[src/rtl/obstacle_alert_scheduler_if.sv]
// Sensor/speaker signal bundle shared by obstacle_alert_scheduler and whatever drives it.
// The master side owns enable and raw sensors; the slave side (the scheduler) owns the speaker outputs.
interface obstacle_alert_scheduler_if;
    logic       ena;
    logic [2:0] sensor_in;
    logic [2:0] spk_sel;
    logic       tone_out;
    logic [2:0] active_mask;
    logic       busy;

    modport master (
        output ena,
        output sensor_in,
        input  spk_sel,
        input  tone_out,
        input  active_mask,
        input  busy
    );

    modport slave (
        input  ena,
        input  sensor_in,
        output spk_sel,
        output tone_out,
        output active_mask,
        output busy
    );
endinterface

[src/rtl/obstacle_alert_scheduler.sv]
// Round-robin speaker sharing for three obstacle sensors: synchronise, debounce, then grant
// each active channel a fixed dwell with its own tone, separated by silent gaps.
module obstacle_alert_scheduler #(
    parameter int CNT_W      = 16,
    parameter int DEB_CYCLES = 4,
    parameter int DWELL      = 1000,
    parameter int GAP        = 200,
    parameter int TONE_HP0   = 50,
    parameter int TONE_HP1   = 75,
    parameter int TONE_HP2   = 100
) (
    input logic                       clk,
    input logic                       rst_n,
    obstacle_alert_scheduler_if.slave bus
);

    typedef enum logic [1:0] {
        ST_IDLE,
        ST_PLAY,
        ST_GAP
    } state_t;

    localparam logic [CNT_W-1:0] DEB_M1   = CNT_W'(DEB_CYCLES - 1);
    localparam logic [CNT_W-1:0] DWELL_M1 = CNT_W'(DWELL - 1);
    localparam logic [CNT_W-1:0] GAP_M1   = CNT_W'(GAP - 1);

    logic [2:0]            sync1_q, sync2_q;
    logic [2:0][CNT_W-1:0] deb_cnt_q, deb_cnt_d;
    logic [2:0]            mask_q, mask_d;
    state_t                state_q, state_d;
    logic [1:0]            grant_q, grant_d;
    logic [1:0]            rr_ptr_q, rr_ptr_d;
    logic [CNT_W-1:0]      timer_q, timer_d;
    logic [CNT_W-1:0]      phase_q, phase_d;
    logic                  tone_q, tone_d;
    logic [2:0]            spk_sel_q, spk_sel_d;
    logic                  busy_q, busy_d;
    logic [2:0]            pick;

    function automatic logic [1:0] mod3_add(input logic [1:0] a, input logic [1:0] b);
        logic [2:0] s;
        s = {1'b0, a} + {1'b0, b};
        if (s >= 3'd3) s = s - 3'd3;
        return s[1:0];
    endfunction

    // Scan from rr_ptr upward; iterating backwards lets the closest active channel win.
    function automatic logic [2:0] pick_grant(input logic [2:0] mask, input logic [1:0] ptr);
        logic [2:0] result;
        logic [1:0] idx;
        result = {1'b0, ptr};
        for (int k = 2; k >= 0; k--) begin
            idx = mod3_add(ptr, 2'(k));
            if (mask[idx]) result = {1'b1, idx};
        end
        return result;
    endfunction

    function automatic logic [CNT_W-1:0] hp_m1(input logic [1:0] g);
        case (g)
            2'd1:    return CNT_W'(TONE_HP1 - 1);
            2'd2:    return CNT_W'(TONE_HP2 - 1);
            default: return CNT_W'(TONE_HP0 - 1);
        endcase
    endfunction

    function automatic logic [2:0] onehot(input logic [1:0] g);
        case (g)
            2'd1:    return 3'b010;
            2'd2:    return 3'b100;
            default: return 3'b001;
        endcase
    endfunction

    always_comb begin
        deb_cnt_d = deb_cnt_q;
        mask_d    = mask_q;
        for (int i = 0; i < 3; i++) begin
            if (sync2_q[i] != mask_q[i]) begin
                if (deb_cnt_q[i] == DEB_M1) begin
                    mask_d[i]    = ~mask_q[i];
                    deb_cnt_d[i] = '0;
                end else begin
                    deb_cnt_d[i] = deb_cnt_q[i] + 1'b1;
                end
            end else begin
                deb_cnt_d[i] = '0;
            end
        end
    end

    assign pick = pick_grant(mask_q, rr_ptr_q);

    always_comb begin
        state_d   = state_q;
        grant_d   = grant_q;
        rr_ptr_d  = rr_ptr_q;
        timer_d   = timer_q;
        phase_d   = phase_q;
        tone_d    = tone_q;
        spk_sel_d = spk_sel_q;
        case (state_q)
            ST_IDLE: begin
                if (pick[2]) begin
                    state_d   = ST_PLAY;
                    grant_d   = pick[1:0];
                    spk_sel_d = onehot(pick[1:0]);
                    timer_d   = DWELL_M1;
                    phase_d   = '0;
                    tone_d    = 1'b0;
                end
            end
            ST_PLAY: begin
                // Dwell expiry and a dropped sensor both end the grant the same way.
                if (!mask_q[grant_q] || timer_q == '0) begin
                    state_d   = ST_GAP;
                    rr_ptr_d  = mod3_add(grant_q, 2'd1);
                    spk_sel_d = 3'b000;
                    tone_d    = 1'b0;
                    timer_d   = GAP_M1;
                    phase_d   = '0;
                end else begin
                    timer_d = timer_q - 1'b1;
                    if (phase_q == hp_m1(grant_q)) begin
                        tone_d  = ~tone_q;
                        phase_d = '0;
                    end else begin
                        phase_d = phase_q + 1'b1;
                    end
                end
            end
            ST_GAP: begin
                if (timer_q == '0) begin
                    if (pick[2]) begin
                        state_d   = ST_PLAY;
                        grant_d   = pick[1:0];
                        spk_sel_d = onehot(pick[1:0]);
                        timer_d   = DWELL_M1;
                        phase_d   = '0;
                        tone_d    = 1'b0;
                    end else begin
                        state_d = ST_IDLE;
                    end
                end else begin
                    timer_d = timer_q - 1'b1;
                end
            end
            default: begin
                state_d   = ST_IDLE;
                spk_sel_d = 3'b000;
                tone_d    = 1'b0;
            end
        endcase
        busy_d = (state_d != ST_IDLE);
    end

    always_ff @(posedge clk or negedge rst_n) begin
        if (!rst_n) begin
            sync1_q   <= '0;
            sync2_q   <= '0;
            deb_cnt_q <= '0;
            mask_q    <= '0;
            state_q   <= ST_IDLE;
            grant_q   <= '0;
            rr_ptr_q  <= '0;
            timer_q   <= '0;
            phase_q   <= '0;
            tone_q    <= 1'b0;
            spk_sel_q <= '0;
            busy_q    <= 1'b0;
        end else if (bus.ena) begin
            sync1_q   <= bus.sensor_in;
            sync2_q   <= sync1_q;
            deb_cnt_q <= deb_cnt_d;
            mask_q    <= mask_d;
            state_q   <= state_d;
            grant_q   <= grant_d;
            rr_ptr_q  <= rr_ptr_d;
            timer_q   <= timer_d;
            phase_q   <= phase_d;
            tone_q    <= tone_d;
            spk_sel_q <= spk_sel_d;
            busy_q    <= busy_d;
        end
    end

    assign bus.spk_sel     = spk_sel_q;
    assign bus.tone_out    = tone_q;
    assign bus.active_mask = mask_q;
    assign bus.busy        = busy_q;

endmodule

[src/flat_wrapper.sv]
// flat-port wrapper written by rule: the top's interface ports become plain ports
module obstacle_alert_scheduler_flat 
#(
    parameter int CNT_W      = 16,
    parameter int DEB_CYCLES = 4,
    parameter int DWELL      = 1000,
    parameter int GAP        = 200,
    parameter int TONE_HP0   = 50,
    parameter int TONE_HP1   = 75,
    parameter int TONE_HP2   = 100
)
  (clk, rst_n, bus_ena, bus_sensor_in, bus_spk_sel, bus_tone_out, bus_active_mask, bus_busy);
  obstacle_alert_scheduler_if bus_i ();
  input logic clk;
  input logic rst_n;
  input wire logic [$bits(bus_i.ena)-1:0] bus_ena;
  input wire logic [$bits(bus_i.sensor_in)-1:0] bus_sensor_in;
  output wire logic [$bits(bus_i.spk_sel)-1:0] bus_spk_sel;
  output wire logic [$bits(bus_i.tone_out)-1:0] bus_tone_out;
  output wire logic [$bits(bus_i.active_mask)-1:0] bus_active_mask;
  output wire logic [$bits(bus_i.busy)-1:0] bus_busy;
  assign bus_i.ena = bus_ena;
  assign bus_i.sensor_in = bus_sensor_in;
  assign bus_spk_sel = bus_i.spk_sel;
  assign bus_tone_out = bus_i.tone_out;
  assign bus_active_mask = bus_i.active_mask;
  assign bus_busy = bus_i.busy;
  obstacle_alert_scheduler #(.CNT_W(CNT_W), .DEB_CYCLES(DEB_CYCLES), .DWELL(DWELL), .GAP(GAP), .TONE_HP0(TONE_HP0), .TONE_HP1(TONE_HP1), .TONE_HP2(TONE_HP2)) u_core (.clk(clk), .rst_n(rst_n), .bus(bus_i));
endmodule
[config.mk]
export PLATFORM = sky130hd
export DESIGN_NAME = obstacle_alert_scheduler_flat
export DESIGN_NICKNAME = d
export VERILOG_FILES = /design/src/rtl/obstacle_alert_scheduler_if.sv /design/src/rtl/obstacle_alert_scheduler.sv /design/src/flat_wrapper.sv
export SDC_FILE = /design/constraint.sdc
export NUM_CORES = 1
export LEC_CHECK = 0
export ABC_AREA = 1
export CAP_MARGIN = 20
export CORE_UTILIZATION = 55
export CTS_BUF_LIST = sky130_fd_sc_hd__clkbuf_8
export DETAILED_ROUTE_END_ITERATION = 8
export PLACE_DENSITY = 0.72
export RECOVER_POWER = 25
export SETUP_SLACK_MARGIN = 0.1
export SLEW_MARGIN = 0
export SYNTH_ARGS = -nofsm -noshare
export SYNTH_HDL_FRONTEND = slang
export SYNTH_SLANG_ARGS = --single-unit
[constraint.sdc]
create_clock -name clk -period 2.8 [get_ports clk]
set_clock_uncertainty 0.15 [all_clocks]
set_input_delay 0.56 -clock clk [delete_from_list [all_inputs] [get_ports clk]]
set_output_delay 0.56 -clock clk [all_outputs]
set_load 0.05 [all_outputs]
# Word-level counts from Yosys, hierarchy flattened
# Index checks and enable logic that the tools add are counted.
# totals
out_inout_bits	8
wordCells	123
inputBits	6
register_bits	100
# op_classes
n_mux	51
n_addsub	12
n_bitwise	4
eq_ne	16
order_cmp	8
reduce_logical	16
# ops
cell	n
$mux W16	15
$pmux W16 S3	2
$add A16 B1 Y16 const B	4
$eq A16 B2 Y1 const B	3
$reduce_and A3 Y1	8
$mux W2	9
$mux W3	6
$eq A16 B16 Y1	1
$logic_not A16 Y1	1
$sub A16 B1 Y16 const B	1
$pmux W7 S2	1
$lt A2 B3 Y1 const B	4
$ge A3 B2 Y1 const B	3
$mux W1	9
$pmux W3 S3	1
$bmux W1 S2	4
$sub A2 B2 Y2 const B	4
$add A2 B1 Y3 const B	2
$eq A2 B1 Y1 const B	3
$eq A2 B2 Y1 const B	3
$pmux W2 S3	1
$pmux W3 S2	1
$ne A2 B1 Y1 const B	2
$not A1 Y1	4
12 further kinds	15

# Depth between registers and ports, before layout
# Gate-level depths: netlist of run 1.
# depth
depth_word	13
mapped_depth	16
mapped_depth_nobuf	16

# Worst setup path after synthesis of run 1
# OpenSTA, ideal clock, no wires.
# synth_timing
path_type	register -> register
start	register u_core.rr_ptr_q[0]
end	register u_core.spk_sel_q[0], in the netlist u_core.bus.spk_sel[0]
path_slack_ns	0.625
synth_period_minus_slack_ns	2.175
arrival_ns	1.942
n_path_buf	0
stages_incl_launch_ff	17
required_time_ns	2.567
setup_ns	0.083
cell_sequence	dfrtp_1 -> inv_1 -> ha_1 -> inv_2 -> nand2_1 -> nand2_1 -> nand2_2 -> nand2_2 -> inv_2 -> nand3_4 -> clkinv_4 -> nand2_1 -> nand2_1 -> inv_1 -> ha_1 -> nand2_1 -> o21ai_0
# synth_via
elab_chain_cells	13
word_cells_on_any_way	26
cone_classes	add/sub: 5; order compare: 3; eq/ne: 2; mux: 16
# synth_lines
element	line_no	rtl
from (decl)	obstacle_alert_scheduler.sv:32	logic [1:0] rr_ptr_q, rr_ptr_d;
from (signal assigned)	obstacle_alert_scheduler.sv:178	rr_ptr_q <= rr_ptr_d;
$add A2 B2 Y3	obstacle_alert_scheduler.sv:42	s = {1'b0, a} + {1'b0, b};
$ge A3 B2 Y1 or $sub A2 B2 Y2 (tied branches)	obstacle_alert_scheduler.sv:43	if (s >= 3'd3) s = s - 3'd3;
$mux W2	obstacle_alert_scheduler.sv:43	
$bmux W1 S2	obstacle_alert_scheduler.sv:54	if (mask[idx]) result = {1'b1, idx};
$mux W1 (not written as such)	obstacle_alert_scheduler.sv:54	
$mux W3 (2 in series)	obstacle_alert_scheduler.sv:54	
$mux W3 *	obstacle_alert_scheduler.sv:54	
net u_core.pick[1]	obstacle_alert_scheduler.sv:38	logic [2:0] pick;
$eq A2 B2 Y1 or $eq A2 B1 Y1 (tied branches)	obstacle_alert_scheduler.sv:68	case (g)
$pmux W3 S2 *	obstacle_alert_scheduler.sv:68	
$mux W3 *	obstacle_alert_scheduler.sv:134	if (pick[2]) begin
$mux W3	obstacle_alert_scheduler.sv:133	if (timer_q == '0) begin
$pmux W3 S3 *	obstacle_alert_scheduler.sv:102	case (state_q)
to (signal assigned)	obstacle_alert_scheduler.sv:182	spk_sel_q <= spk_sel_d;
to (decl)	obstacle_alert_scheduler.sv:36	logic [2:0] spk_sel_q, spk_sel_d;
# Mark *: on every way through the listed nets, which the timed path passes. The rest lies on a longest branch. The select of a mux whose other input is x is not followed.
# A chain may end at the register's enable or synchronous reset.

# Worst setup path in the final report of run 1
# layout_timing
start	register u_core.mask_q[2], in the netlist u_core.bus.active_mask[2]
end	output bus_active_mask[2]
# layout_rtl
element	line_no	rtl
from (decl)	obstacle_alert_scheduler.sv:29	logic [2:0] mask_q, mask_d;
from (signal assigned)	obstacle_alert_scheduler.sv:175	mask_q <= mask_d;
to (decl)	flat_wrapper.sv:20	output wire logic [$bits(bus_i.active_mask)-1:0] bus_active_mask;
# No word-level cell between the ends.

==> metrics list, run 1 <==
* Outcome: complete, but fails checks
- The checks that failed: design-rule violations.
- Diode insertion count for antenna repair: 0
- In this run the mean area of a mapped cell was 7.23 um^2.
- Of the total power, the share spent switching nets is 0.475.
* Psw: 2.66 mW
- Setup violations remaining at the end of the flow were counted as 0.
- Post-cts repair resize count: 0
* Count of clock tree sinks: 100
- The number of nets in the synthesized netlist is 944.
- Total routing resource utilization after global routing: 0.256
- The die is 112 um wide.
- Of the total synthesized cell area, the portion taken by XOR and XNOR cells is 0.0460.
- Internal power comes to 2.94 mW.
* Number of distinct library cells after synthesis: 40
- In this design, the largest share of critical-path delay is due to buffers and inverters.
- The tool flagged a number of max-cap violations equal to 0.
- Slowest Stage Delay on Critical Path: 870 ps
* Static Leakage: 3.36 nW
* Final number of max-transition violations: 0
- Area Growth Syn to Fin: 7.03%
* Register-to-Register Setup Slack: 310 ps
* Detailed-placement wirelength estimate: 10.7 mm
* Cell taking the most area after synthesis: sky130_fd_sc_hd__dfrtp_1
- Number of ports placed on the die boundary: 14
- Buffers inserted during clock tree synthesis total 9.
* WP data arrival: 1780 ps
- Post-Syn Area: 6660 um^2
- In the synthesized netlist, the number of instances is 921.
- Synth top area share: 0.376
- Floorplan row count: 39
* Root buffer cell: sky130_fd_sc_hd__clkbuf_8
- Buffers from clock root to sink, at most: 2
* Peak ir drop on the vdd network: 0.000500 V
- The initial utilization of the core area, before any placement, comes to 0.573.
* Min-delay worst type: register to register
* Area share of and/or/nand/nor cells after synthesis: 0.379
- Number of synthesized register bits: 100
- Relative contribution of the clock network to total power: 0.163
* Total number of vias: 6034
* Yosys warning total: 0
- Maximum number of pins on one net before global-route repair: 63
- Highest Clock Rate: 0.402 GHz
- Of the total synthesized cell area, the portion taken by full adders, half adders and majority gates is 0.0319.
- Transition time of the tightest slew-check pin: 1140 ps
- The signal on the critical path passes through clkdlybuf4s50_1.
- Of the available clock period, the critical path in the final layout requires 0.889.
- First-pass GRT wire length: 26.2 mm
- Worst Hold Margin: 335 ps
- Combinational cell fraction of total power: 0.494
* I/O Buffers: 13
- Die Area: 12600 um^2
* Vias per std cell: 5.55
* Sequential fraction of the synthesis area: 0.376
- 1st-pass router iterations: 7
- Routability-driven placement finished with a final weighted congestion of 0.915.
- In this run the standard cell core region covers 11600 um^2.
* Maximum fanout count along the critical path: 7
- CP required: 2090 ps
- After detailed routing, the total wire length is 14.8 mm.
- Worst skew pair latency: 390 ps
- Headroom to the max-slew limit came out at 0.238.
- Type of origin of the critical path: register
* Type of element capturing the critical path: output pin
* Multiplexer area fraction after synthesis: 0
- The initial antenna violation count is 0.
- Cell at the slowest stage of the critical path: sky130_fd_sc_hd__clkdlybuf4s50_1
- Power per standard cell area: 787 nW/um^2
- The detailed router finished its first iteration with 477 violations.
- The number of global-route vias before repair is 5793.
- CP Buf/Inv Count: 1
- Total overflow reported by the global router: 0
- In the final timing run, aggregate negative setup slack is 0 ps.
- Combinational family with the most area after synthesis: simple AND/OR/NAND/NOR gates
- The synthesized design contains 0 enable-type register cells.
- In the final layout, the share of cells above drive strength 1 is 0.0890.
- Ranked by total cell area, the synthesized netlist is headed by sky130_fd_sc_hd__dfrtp_1, sky130_fd_sc_hd__nand2_1, sky130_fd_sc_hd__inv_1, sky130_fd_sc_hd__nor2_1, sky130_fd_sc_hd__nand4_1.
- Worst Path Class, Setup: register to output pin
* Most frequent cells after synthesis: sky130_fd_sc_hd__nand2_1, sky130_fd_sc_hd__inv_1, sky130_fd_sc_hd__nor2_1, sky130_fd_sc_hd__dfrtp_1, sky130_fd_sc_hd__nand3_1
* Die Y-Extent: 112 um
* Routed wirelength normalized by instance count: 13.6 um
* Share of async-settable or async-resettable flops after synthesis: 1.00
- The final-report hold violation count was 0.
- Main synth FF type: sky130_fd_sc_hd__dfrtp_1
- Fraction of the mapped netlist area in compound gates: 0.0855
* Most common cell in the synthesized netlist: sky130_fd_sc_hd__nand2_1
- Post-route DRC: 1
- The share of total power dissipated in sequential elements is 0.343.
- The clock tree synthesis step divided the H-tree into 3 levels.
- Setup repair after global routing left no endpoint under its margin.
- After clock tree synthesis, the clock-pin slew on the worst setup and hold paths is 90 ps.
- The worst path in the final design needs a cycle of 2490 ps, including I/O delays and setup.
- Number of antenna-violating nets in the routed design: 0
* Layout Utilization: 0.614
* Count of nets after finishing: 962
- Clock tree from TritonCTS: built
[metrics by stage]
step / worst slack [ps] / std cells / cell area [um^2] / power (mW)
finish: 310 / 1087 / 7130 / 5.61
global route: 97.9 / 1087 / 7130 / 6.06
CTS: 277 / 1084 / 7130 / 5.59
detailed placement: 347 / 1067 / 6930 / 4.66
global placement: 514 / 1067 / 6930 / 4.57
floorplan: 625 / 921 / 6660 / 4.02
[path summary, 6_finish.rpt]
check	from	cells past startpoint	end
max reg2reg	u_core.rr_ptr_q[0]$_DFFE_PN0P_	16	u_core.bus.spk_sel[0]$_DFFE_PN0P_
min	u_core.sync1_q[0]$_DFFE_PN0P_	2	u_core.sync1_q[0]$_DFFE_PN0P_
max in group asynchronous	rst_n	3	u_core.deb_cnt_q[9]$_DFFE_PN0P_
min in group asynchronous	rst_n	2	u_core.deb_cnt_q[21]$_DFFE_PN0P_
max	u_core.bus.active_mask[2]$_DFFE_PN0P_	1	bus_active_mask[2]
min reg2reg	u_core.sync1_q[0]$_DFFE_PN0P_	2	u_core.sync1_q[0]$_DFFE_PN0P_
[timing repair]
action / CTS / global route
endpoints found under the hold margin: 9 / 0
setup buffers: 0 / 3
setup endpoints to repair: 0 / 1
hold buffers: 1 / 0
[metal layers]
layer,part of all wire,track usage,vias to the layer above
met5,0,0,-
li1,-,-,3050
met1,0.48,0.342,2828
met3,0.040,0.0481,21
met2,0.47,0.418,135
met4,0.013,0.0880,0
[power by group through the flow]
stage | Combinational [mW] | Clock, mW | Sequential (mW)
6_report | 2.77 | 0.916 | 1.92
5_1_grt | 3.11 | 0.990 | 1.95
3_3_place_gp | 2.64 | 0 | 1.94
4_1_cts | 2.73 | 0.944 | 1.92
3_5_place_dp | 2.72 | 0 | 1.95
2_1_floorplan | 1.98 | 0 | 2.04
[cell families after synthesis]
| logic type | Yosys count |
|---|---|
| AOI/OAI and AO/OA | 96 |
| xor gates and xnor gates | 35 |
| adders and majority gates | 17 |
| buffers and inverters | 133 |
| DFF | 100 |
| and+or+nand+nor | 540 |
[state kept, by name, summed over array words and instances (netlist names)]
register                flops
u_core.bus.tone_out         1
u_core.bus.active_mask      3
u_core.bus.busy             1
u_core.rr_ptr_q             2
u_core.deb_cnt_q           48
u_core.grant_q              2
u_core.sync1_q              3
u_core.phase_q             16
u_core.sync2_q              3
u_core.bus.spk_sel          3
u_core.state_q              2
u_core.timer_q             16
[placed cells by master (no fill, tap or decap), types with 10 or more instances in the layout]
cell                              instances
sky130_fd_sc_hd__nand2_1                234
sky130_fd_sc_hd__a21oi_1                 13
sky130_fd_sc_hd__nand4_1                 49
sky130_fd_sc_hd__nor2_1                 103
sky130_fd_sc_hd__buf_4                   10
sky130_fd_sc_hd__ha_1                    17
sky130_fd_sc_hd__nand3_1                 61
sky130_fd_sc_hd__clkdlybuf4s50_1         11
sky130_fd_sc_hd__nand2_2                 10
sky130_fd_sc_hd__nor4_1                  16
sky130_fd_sc_hd__inv_1                  109
sky130_fd_sc_hd__nor3_1                  35
sky130_fd_sc_hd__xor2_1                  32
sky130_fd_sc_hd__o21ai_0                 56
sky130_fd_sc_hd__dfrtp_1                100
[layout make-up]
class / count / area, um^2
fillers: 1090 / 4490
clock inverters: 7 / 60.1
inverters: 114 / 433
well taps: 143 / 179
multi-input cells: 688 / 3610
repair buffers: 26 / 215
flip-flops and latches: 100 / 2500
clock buffers: 9 / 124
Note: power is estimated with default switching activity, not from simulation.
==> inputs of run 2 (changes only) <==
--- a/config.mk
+++ b/config.mk
@@ -10,7 +10,7 @@
 export CORE_UTILIZATION = 55
 export CTS_BUF_LIST = sky130_fd_sc_hd__clkbuf_8
 export DETAILED_ROUTE_END_ITERATION = 8
-export PLACE_DENSITY = 0.72
+export PLACE_DENSITY_LB_ADDON = 0.12
 export RECOVER_POWER = 25
 export SETUP_SLACK_MARGIN = 0.1
 export SLEW_MARGIN = 0
==> metrics list, run 2 (same netlist as run 1, synthesis figures left out) <==
- Of the total power, combinational logic draws 0.473.
- In the layout the commonest cells are sky130_fd_sc_hd__nand2_1, sky130_fd_sc_hd__inv_1, sky130_fd_sc_hd__nor2_1, sky130_fd_sc_hd__dfrtp_1, sky130_fd_sc_hd__nand3_1.
- Layout cell share with drive strength beyond 1: 0.0822
- Startpoint of the worst hold path: u_core.sync1_q[0]$_DFFE_PN0P_
- Measured in cells, the most critical reg-to-reg path has a length of 16.
* Initial cell density of the core: 0.573
* Root buffer cell: sky130_fd_sc_hd__clkbuf_8
- After layout, the minimum clock period comes to 2510 ps.
- Setup violations remaining at the end of the flow were counted as 0.
* 1st-pass router iterations: 7
* WP data arrival: 1800 ps
- Diode insertion count for antenna repair: 0
- In this run, placement finished with an instance count of 1064.
* Hold Path Cell Cnt: 2
- During placement, the flow inserted port buffers numbering 13.
* Routed wirelength normalized by instance count: 14.0 um
* Via count of the first global-routing pass: 5933
* Destination of the worst register-to-register timing path: u_core.bus.spk_sel[0]$_DFFE_PN0P_
* Pre-CTS setup slack: 374 ps
* Number of antenna violations at the first check in global routing: 0
* Number of antenna-violating nets in the routed design: 0
* Number of flip-flops in the largest register: 48
- Cell-internal power: 3.08 mW
- In this run the horizontal extent of the chip is 112 um.
- After filler insertion, the fill cell instance count of the layout stands at 1061.
* Cell chain of the critical path: clkdlybuf4s50_1
* Min-delay worst type: register to register
- Setup repair after global routing left no endpoint under its margin.
* Psw: 2.63 mW
- Number of post-CTS setup repair buffers: 0
- Total overflow reported by the global router: 0
- The die covers 12600 um^2.
- The clock passes through at most 2 buffers.
- Area used by multi-input combinational logic: 3610 um^2
- Cell at the slowest stage of the critical path: sky130_fd_sc_hd__clkdlybuf4s50_1
* Post-cts repair resize count: 0
- The tool flagged a number of max-cap violations equal to 1.
- Floorplan row count: 39
- In this run the worst setup path begins at u_core.bus.active_mask[2]$_DFFE_PN0P_.
- STA classifies the critical path startpoint as a register.
- In the routed design, unresolved DRC markers number 2.
* Count of clock tree sinks: 100
- Compared with the post-synthesis result, the final layout area differs by 7.23%.
- Registers take 2500 um^2.
- Violations in the final reports: design-rule violations, max-capacitance violations, max-slew violations
- On the critical path the largest part of the delay comes from buffers and inverters.
- In this run the count of I/O pins placed on the die edge is 14.
* Total routing resource utilization after global routing: 0.258
- In this run the worst path has a maximum fanout of 7.
* Die Y-Extent: 112 um
- Across the VDD grid, the largest voltage drop is 0.000448 V.
- Reg2Reg Launch Point: u_core.rr_ptr_q[0]$_DFFE_PN0P_
- In this run the standard cell core region covers 11600 um^2.
- The worst setup path is captured at an output pin.
- Registers with the most flip-flops: u_core.deb_cnt_q (48), u_core.phase_q (16), u_core.timer_q (16)
- Sequential cell fraction of total power: 0.336
- For this block, the routed nets add up to 15.2 mm of wire.
* Gpl congestion: 0.911
* Count of nets after finishing: 956
- Leaving out fill and tap cells, the most frequent cell in the layout is sky130_fd_sc_hd__nand2_1.
- For the pin with the worst max-slew slack, the measured transition is 1510 ps.
- TritonCTS built the clock tree.
- Worst Path Class, Setup: register to output pin
- The detailed router finished its first iteration with 462 violations.
* Rel. slew slack: -0.00740
- Maximum number of pins on one net before global-route repair: 77
- For hold timing, the worst endpoint is u_core.sync1_q[0]$_DFFE_PN0P_.
* Share of the clock period used by the worst path: 0.898
- TritonCTS buffer count: 9
* Number of failing hold endpoints at the final stage: 0
- Final-layout setup total negative slack: 0 ps
* Static Leakage: 3.35 nW
- The number of pins exceeding their max-slew limit in the final report came to 25.
- Top reg by flops: u_core.deb_cnt_q
- Clock-pin slew was measured on the worst setup and hold paths at 90 ps.
- CP Buf/Inv Count: 1
* First-pass GRT wire length: 26.4 mm
- Total number of vias: 6110
- Sw Ratio: 0.460
- Setup ws final: 286 ps
- Of the total power, the clock network draws 0.190.
* Detailed-placement wirelength estimate: 10.8 mm
* CP required: 2090 ps
- Worst skew pair latency: 390 ps
- Dividing the detail-routed via count by the number of cells gives 5.66.
- Power per standard cell area: 801 nW/um^2
- The flow ran to the end, but the final reports show violations.
- CTS H-tree lvls: 3
- Total Power Consumption: 5.72 mW
* Register-to-Register Setup Slack: 370 ps
* Highest Clock Rate: 0.398 GHz
- After the flow finishes, the layout carries non-filler instances totaling 1080.
- Slowest Stage Delay on Critical Path: 870 ps
run 2: worst max-delay path by stage:
stage	slack, ps	depth (start not counted)	to
detailed placement	370	16	u_core.bus.spk_sel[0]$_DFFE_PN0P_
global route	160	16	u_core.phase_q[6]$_DFFE_PN0P_
global placement	490	16	u_core.bus.spk_sel[0]$_DFFE_PN0P_
CTS	250	1	bus_active_mask[0]
floorplan	630	16	u_core.bus.spk_sel[0]$_DFFE_PN0P_
finish	290	1	bus_active_mask[2]
run 2: per-stage QoR:
stage,util,cell area [um^2],hold WS [ps]
after detailed placement,0.595,6910,313
after floorplan,-,6660,114
after CTS,0.616,7150,338
final,0.615,7140,333
after global routing,0.615,7140,356
after global placement,0.595,6910,304
run 2: layer usage:
metal  vias up  track usage  routed length (um)
met5         -            0                   0
met4         0        0.100                 331
met3        36       0.0513                 685
met2       164        0.427                7140
met1      2870        0.336                7010
li1       3040            -                   -
run 2: cell type report:
cell class              count  share of cell area
inverters                 114              0.0606
flip-flops and latches    100               0.350
clock buffers               9              0.0173
multi-input cells         688               0.506
well taps                 143              0.0251
clock inverters             6              0.0149
repair buffers             20              0.0256
run 2: power by group through the flow:
stage / combinational (mW) / sequential (mW) / clock, mW
2_1_floorplan: 1.98 / 2.04 / 0
3_3_place_gp: 2.62 / 1.94 / 0
3_5_place_dp: 2.69 / 1.95 / 0
4_1_cts: 2.71 / 1.92 / 1.13
5_1_grt: 3.06 / 1.96 / 1.18
6_report: 2.71 / 1.92 / 1.09
run 2: repair_timing:
action | in CTS | in global routing
setup endpoints to repair | 0 | 0
hold buffers | 1 | 0
endpoints found under the hold margin | 24 | 0
